===== config.mk =====
export PLATFORM = sky130hd
export DESIGN_NAME = inst_encoder_loader
export DESIGN_NICKNAME = d
export VERILOG_FILES = /design/src/rtl/inst_encoder_loader.sv
export SDC_FILE = /design/constraint.sdc
export NUM_CORES = 1
export LEC_CHECK = 0
export CAP_MARGIN = 20
export CORE_ASPECT_RATIO = 0.9
export CORE_UTILIZATION = 39
export DETAILED_ROUTE_END_ITERATION = 8
export GPL_TIMING_DRIVEN = 0
export PLACE_DENSITY_LB_ADDON = 0.25
export SLEW_MARGIN = 20
export SYNTH_ARGS = -nofsm -noshare
export SYNTH_HDL_FRONTEND = slang
export SYNTH_SLANG_ARGS = --single-unit
export TNS_END_PERCENT = 100

===== constraint.sdc =====
create_clock -name clk -period 3 [get_ports clk]
set_input_delay 0.9 -clock clk [delete_from_list [all_inputs] [get_ports clk]]
set_output_delay 0.9 -clock clk [all_outputs]
set_load 0.005 [all_outputs]

===== src/rtl/inst_encoder_loader.sv =====
// Instruction encoder and instruction-memory loader.
// Packs one decoded-form command per valid/ready handshake into an RV32 word,
// range-checks the immediate, and writes accepted words sequentially into
// instruction memory over an ack handshake. A HALT command ends loading.
module inst_encoder_loader #(
    parameter int unsigned       ADDR_W    = 10,
    parameter logic [ADDR_W-1:0] BASE_ADDR = '0
) (
    input  logic              clk,
    input  logic              reset,
    input  logic              in_valid,
    output logic              in_ready,
    input  logic [2:0]        in_class,
    input  logic [4:0]        in_rd,
    input  logic [4:0]        in_rs1,
    input  logic [4:0]        in_rs2,
    input  logic [2:0]        in_funct3,
    input  logic [6:0]        in_funct7,
    input  logic [31:0]       in_imm,
    output logic              imem_we,
    output logic [ADDR_W-1:0] imem_addr,
    output logic [31:0]       imem_wdata,
    input  logic              imem_ack,
    output logic              err,
    output logic              done,
    output logic              wrapped,
    output logic [ADDR_W-2:0] count
);

    localparam logic [2:0] ClsLoad   = 3'b000;
    localparam logic [2:0] ClsOpImm  = 3'b001;
    localparam logic [2:0] ClsStore  = 3'b010;
    localparam logic [2:0] ClsOp     = 3'b011;
    localparam logic [2:0] ClsJal    = 3'b100;
    localparam logic [2:0] ClsJalr   = 3'b101;
    localparam logic [2:0] ClsBranch = 3'b110;
    localparam logic [2:0] ClsHalt   = 3'b111;

    typedef enum logic [1:0] {
        StIdle,
        StWrite,
        StHalted
    } state_e;

    state_e      state;
    logic        halt_pending;
    logic [31:0] enc_word;
    logic        imm_ok;
    logic        imm_i_ok;
    logic        imm_b_ok;
    logic        imm_j_ok;

    // An immediate fits a field when every bit above the field's sign bit matches it.
    assign imm_i_ok = (&in_imm[31:11]) | ~(|in_imm[31:11]);
    assign imm_b_ok = ((&in_imm[31:12]) | ~(|in_imm[31:12])) & ~in_imm[0];
    assign imm_j_ok = ((&in_imm[31:20]) | ~(|in_imm[31:20])) & ~in_imm[0];

    // Pack the command into its RV32 format and select the matching range rule.
    always_comb begin
        enc_word = '0;
        imm_ok   = 1'b1;
        unique case (in_class)
            ClsLoad: begin
                enc_word = {in_imm[11:0], in_rs1, in_funct3, in_rd, 7'b0000011};
                imm_ok   = imm_i_ok;
            end
            ClsOpImm: begin
                // Shift-immediate forms carry funct7 in imm[11:5], so no special case.
                enc_word = {in_imm[11:0], in_rs1, in_funct3, in_rd, 7'b0010011};
                imm_ok   = imm_i_ok;
            end
            ClsJalr: begin
                enc_word = {in_imm[11:0], in_rs1, 3'b000, in_rd, 7'b1100111};
                imm_ok   = imm_i_ok;
            end
            ClsOp: begin
                enc_word = {in_funct7, in_rs2, in_rs1, in_funct3, in_rd, 7'b0110011};
            end
            ClsStore: begin
                enc_word = {in_imm[11:5], in_rs2, in_rs1, in_funct3, in_imm[4:0], 7'b0100011};
                imm_ok   = imm_i_ok;
            end
            ClsBranch: begin
                enc_word = {in_imm[12], in_imm[10:5], in_rs2, in_rs1, in_funct3,
                            in_imm[4:1], in_imm[11], 7'b1100011};
                imm_ok   = imm_b_ok;
            end
            ClsJal: begin
                enc_word = {in_imm[20], in_imm[10:1], in_imm[11], in_imm[19:12],
                            in_rd, 7'b1101111};
                imm_ok   = imm_j_ok;
            end
            ClsHalt: begin
                enc_word = 32'h0000_007F;
            end
            default: ;
        endcase
    end

    // Load FSM; every output is a register updated here.
    always_ff @(posedge clk) begin
        if (reset) begin
            state        <= StIdle;
            halt_pending <= 1'b0;
            in_ready     <= 1'b1;
            imem_we      <= 1'b0;
            imem_addr    <= BASE_ADDR;
            imem_wdata   <= '0;
            err          <= 1'b0;
            done         <= 1'b0;
            wrapped      <= 1'b0;
            count        <= '0;
        end else begin
            err <= 1'b0;
            unique case (state)
                StIdle: begin
                    if (in_valid) begin
                        if (imm_ok) begin
                            imem_wdata   <= enc_word;
                            halt_pending <= (in_class == ClsHalt);
                            imem_we      <= 1'b1;
                            in_ready     <= 1'b0;
                            state        <= StWrite;
                        end else begin
                            err <= 1'b1;
                        end
                    end
                end
                StWrite: begin
                    if (imem_ack) begin
                        imem_we   <= 1'b0;
                        imem_addr <= imem_addr + ADDR_W'(4);
                        count     <= count + (ADDR_W-1)'(1);
                        // Last word slot in the space: this increment rolls over to 0.
                        if (&imem_addr[ADDR_W-1:2]) begin
                            wrapped <= 1'b1;
                        end
                        if (halt_pending) begin
                            done  <= 1'b1;
                            state <= StHalted;
                        end else begin
                            in_ready <= 1'b1;
                            state    <= StIdle;
                        end
                    end
                end
                StHalted: ;
                default: state <= StIdle;
            endcase
        end
    end

endmodule


======== Word-level counts from Yosys, hierarchy flattened ========
Cells that the tools add are included.
storage, ports and cells
  register bits after elaboration ......... 59
  bits of input ports ..................... 64
  output and inout bits ................... 56
  word-level logic and storage cells ...... 72
operators by class
  $add $sub $neg .......................... 2
  eq/ne operators ......................... 13
  multiplexer cells ....................... 17
  bitwise logic cells ..................... 12
  reductions and logical operators ........ 18
operators with widths
  kind                                                  count
  one-hot mux 32 bit (8 select lines)                   1
  AND reduction 21 bit                                  1
  OR reduction 21 bit                                   1
  AND reduction 20 bit                                  1
  OR reduction 20 bit                                   1
  equality test 3 bit (second input constant)           4
  AND reduction 12 bit                                  1
  OR reduction 12 bit                                   1
  adder 10 x 3 -> 10 bit (second input constant)        1
  AND reduction 10 bit                                  1
  adder 9 x 1 -> 9 bit (second input constant)          1
  2-to-1 mux 1 bit                                      8
  2-to-1 mux 2 bit                                      4
  != test 2 bit (second input constant)                 4
  AND reduction 4 bit                                   2
  NOT 1 bit                                             7
  equality test 3 x 2 -> 1 bit (second input constant)  2
  one-hot mux 2 bit (3 select lines)                    1
  AND reduction 3 bit                                   2
  AND reduction 5 bit                                   1
  one-hot mux 1 bit (2 select lines)                    2
  OR reduction 4 bit                                    1
  equality test 3 x 1 -> 1 bit (second input constant)  1
  logical NOT 3 bit                                     1
  9 further kinds                                       12

======== Logic depth before layout (Yosys ltp) ========
Gate-level depths: netlist (run 1).
  word-level depth ........................ 8
  gate-level depth with buffers ........... 9
  mapped depth without buffers ............ 5

======== Least setup slack after synthesis (run 1) ========
Ideal clock, no wire load.
  path kind ............................... input to register
  start point ............................. in in_imm[20]
  end point ............................... reg in_ready
  setup time .............................. 0.122 ns
  arrival time ............................ 2.768 ns
  required time ........................... 2.878 ns
  setup slack ............................. 0.110 ns
  stages on the path ...................... 7
  buffers on the path ..................... 2
  path through ............................ or4_1 or3_1 a211o_1 a31o_1 buf_6 buf_6 a221o_1
on the way
  word-level cells in the longest chain between the ends .. 7
  elaborated cells between the ends (all ways) .. 17
  those cells by class .................... eq/ne (1); mux (1); bitwise (8); reduce/logical (7)
ends and longest elaborated chain
  item                                                        RTL line  text
  start: declaration                                          19        input logic [31:0] in_imm,
  OR reduction 20 bit or OR reduction 12 bit (tied branches)  55, 56
  NOT 1 bit (on tied branches)                                55, 56
  OR 1 bit (on tied branches)                                 55, 56
  bitwise AND 1 bit (on tied branches)                        55, 56
  one-hot mux 1 bit (3 select lines) *                        62        unique case (in_class)
  != test 2 bit (no line) *                                   n/a
  AND reduction 5 bit (no line) *                             n/a
  end signal: assignment                                      105       in_ready <= 1'b1;
  end signal: assignment                                      122       in_ready <= 1'b0;
  end signal: assignment                                      142       in_ready <= 1'b1;
  end: declaration                                            12        output logic in_ready,
Every way passes the cells marked *; elsewhere a longest branch is shown, timed or not.
A chain may end at the register's enable or synchronous reset.

======== Worst setup path in the final report (run 1) ========
  start point ............................. in in_class[1]
  end point ............................... reg imem_wdata[23]
on the way
  word-level cells in the longest chain between the ends .. 4
  elaborated cells between the ends (all ways) .. 12
  those cells by class .................... eq/ne (7); mux (2); reduce/logical (3)
ends and longest elaborated chain
  item                                                  RTL line  text
  start: declaration                                    13        input logic [2:0] in_class,
  equality test 3 x 2 -> 1 bit (tied with other cells)  62
  OR reduction 4 bit (no line)                          n/a
  one-hot mux 1 bit (3 select lines)                    62
  AND reduction 3 bit (no line)                         n/a
  end signal: assignment                                119       imem_wdata <= enc_word;
  end: declaration                                      22        output logic [31:0] imem_wdata,
Several ways; a longest one is shown, not always the timed one. The select of a mux whose other input is x is not followed.

==> results.toml, run 1 <==
[drt]
finalWirelength_um = 8730
route.detailed.drc = 0
wl_per_cell_um = 15.5
first_iter_violations = 119
num_vias = 2951
drtAntennaViolNets = 0
drtPass1Iterations = 4
avgViaCountPerCell = 5.23

[yosys]
yosysSeqAreaShare_pct = 37.8
yosys_warnings = 0
synth_area_leaders = "dfxtp_1 38%, mux2_2 8.7%, nor2b_1 5.9%"
syn_area_um2 = 2970
ys.flop_type = "dfxtp_1"
synth_top_area_cell = "dfxtp_1"
synth_edf_count = 0
synth_top_area_share_pct = 37.8
avgSynthCellArea_um2 = 8.65
ys_types = 45
synth-seq-cells = 56
syn_inst = 343
synthArstFlopShare_pct = 0

[clock_tree]
ctsRootBufferMaster = "clkbuf_8"
cts-buffers-inserted = 5
clkLatencyLatePin_ps = 330
cts.sinks = 56
clk_pin_slew_ps = 120
clk_path_buf_depth = 2
ctsHtreeMaxLevel = 2
cts_tree = "yes"

[cells_and_area]
postLayoutCoreUtil_pct = 61.6
regArea_um2 = 1120
area_delta_synth_final_pct = 50.0
fin_area_um2 = 4450
fillers = 658
drive_gt1_share_pct = 11.0
multi_input_comb_area_um2 = 1730
nNetsFinal = 536
diodes = 0

[sta]
skew_ps = 14.7
max_slew_margin_pct = 54.8
max_clock_freq_ghz = 0.339
hold_violations = 0
final.setup.tns_ps = 0
min_period_over_period_pct = 98.4
drv_slew = 0
worst_pin_slew_ps = 671
fin_crit_ps = 2950
finalSetupViolCount = 0

[job]
maxCapViolations = 0

[global_routing]
first_global_vias = 2870
overflow = 0
antenna_found_initial = 0
grt_usage_pct = 22.7
grt_max_degree = 19
grt_pass1_wl_um = 14000

[critical_path]
required_ps = 3240
cp-end-kind = "register"
crit_start = "in_class[1]"
r2r_start = "state[0]"
start_kind = "input port"
crit_arrival_ps = 3190
crit_path_max_fanout = 5
crit_type = "in -> reg"

[floorplanning]
dieArea_um2 = 7960
core_um2 = 7220
die_h_um = 84.7
ios = 120
die_x_um = 93.9
rows = 29
start_util_pct = 41.1

[place]
placed_cell_area_um2 = 4240
numPortBuffers = 115
dp_hpwl_um = 6610
gp_congestion = 0.815

[run_status]
status = "completed"

[power_and_ir_drop]
p_leak_nw = 1.78
ir_drop_v = 0.000229
p_per_area_nw_per_um2 = 339

[worst_hold_path]
hp-class = "reg -> reg"
hold_start = "state[1]"
cell families (layout without fill, tap and decap cells):
| kind of cell | Yosys count | count (layout) | synth area share (%) |
|---|---|---|---|
| flops | 56 | 56 | 37.8 |
| fa+ha+maj | 2 | 2 | 0.843 |
| xor+xnor | 11 | 11 | 3.25 |
| mux | 35 | 35 | 12.8 |
| other cells | 1 | 2 | 0.126 |
| compound gates | 59 | 59 | 13.0 |
| buf+inv | 35 | 162 | 5.86 |
| simple gates | 144 | 144 | 26.3 |
worst max-delay path, stage by stage:
cell and delay [ps]:
clkdlybuf4s50_1 420, or4b_4 550, o41ai_4 310, a31oi_2 100, a31o_1 250, buf_6 140
bufbuf_16 260, mux2_2 260
metal layers:
layer,vias to the layer above,GRT usage [%],part of all wire [%]
met1,1397,29.9,46
met2,95,36.2,47
met5,-,0,0
li1,1447,-,-
met4,0,7.13,1.4
met3,12,5.80,6.0
flip-flops by register name (all words and copies together), names as in the netlist:
name and cells:
wrapped 1, imem_addr 8, imem_we 1, halt_pending 1, state 2, err 1
count 9, done 1, in_ready 1, imem_wdata 31
timing repair:
action / CTS / global route
pin swaps: 4 / 5
hold buffers: 0 / 0
gates resized for setup: 8 / 11
setup buffers: 2 / 1
cloned: 1 / 0
endpoints found under the setup margin: 21 / 12
report_power, final:
part / internal [mW] / switching [mW]
logic: 0.173 / 0.127
clock network: 0.168 / 0.271
registers: 0.761 / 0.0100
layout make-up:
class                   instances  share of cell area, %
clock buffers                   5                   1.55
inverters                       9                  0.759
well taps                      93                   2.61
multi-input cells             253                   38.9
plain buffers                  26                   3.23
flip-flops and latches         56                   25.2
repair buffers                119                   27.3
clock inverters                 3                  0.506
cell usage after synthesis (2+ instances only):
library cell,count
or4_1,2
a22oi_1,12
nor2b_1,28
a2bb2oi_1,5
mux2i_1,11
buf_6,4
nor3b_1,6
o22ai_1,2
o21bai_1,2
nand2_1,16
nand3_1,6
buf_4,3
mux2_2,23
or3_1,6
dfxtp_1,56
xnor2_1,2
nor2_1,35
nand2b_1,19
xor2_1,9
clkbuf_1,16
inv_1,9
a211oi_1,2
a221o_1,2
nor4_1,5
ha_1,2
buf_1,2
nor3_1,3
nand4_1,10
o21ai_0,8
and3_1,3
a21oi_1,20
layout by cell type (no fill, tap or decap), types with 8 or more instances in the layout:
cell             synthesis  layout
nand2_1                 16      16
a22oi_1                 12      12
nand4_1                 10      10
xor2_1                   9       9
mux2_2                  23      23
dfxtp_1                 56      56
inv_1                    9       9
clkbuf_1                16      16
clkdlybuf4s50_1          0     106
a21oi_1                 20      20
o21ai_0                  8       8
mux2i_1                 11      11
nor2b_1                 28      28
nand2b_1                19      19
nor2_1                  35      35
final timing paths:
check,endpoint,slack [ps],depth (start not counted)
setup / recovery,imem_wdata[23],50,8
setup reg to reg,imem_wdata[23],1310,5
hold reg to reg,state[0],460,1
hold / removal,state[0],460,1
through the flow:
| stage | total power, mW | std cells | hold slack [ps] | worst slack [ps] |
|---|---|---|---|---|
| 6_report | 1.51 | 564 | 462 | 46.9 |
| 5_1_grt | 1.58 | 564 | 482 | -8.07 |
| 4_1_cts | 1.52 | 563 | 468 | 10.3 |
| 3_5_place_dp | 1.08 | 552 | 453 | -491 |
| 3_3_place_gp | 1.07 | 552 | 442 | -485 |
| 2_1_floorplan | 0.916 | 344 | 423 | 110 |
Power figures use the tool's default switching activity.
==> run 2, diff against run 1 <==
--- a/config.mk
+++ b/config.mk
@@ -5,7 +5,7 @@
 export SDC_FILE = /design/constraint.sdc
 export NUM_CORES = 1
 export LEC_CHECK = 0
-export CAP_MARGIN = 20
+export CAP_MARGIN = 10
 export CORE_ASPECT_RATIO = 0.9
 export CORE_UTILIZATION = 39
 export DETAILED_ROUTE_END_ITERATION = 8
==> results of run 2 <==
No change in the layout: final DEF, timing and power equal those of run 1.
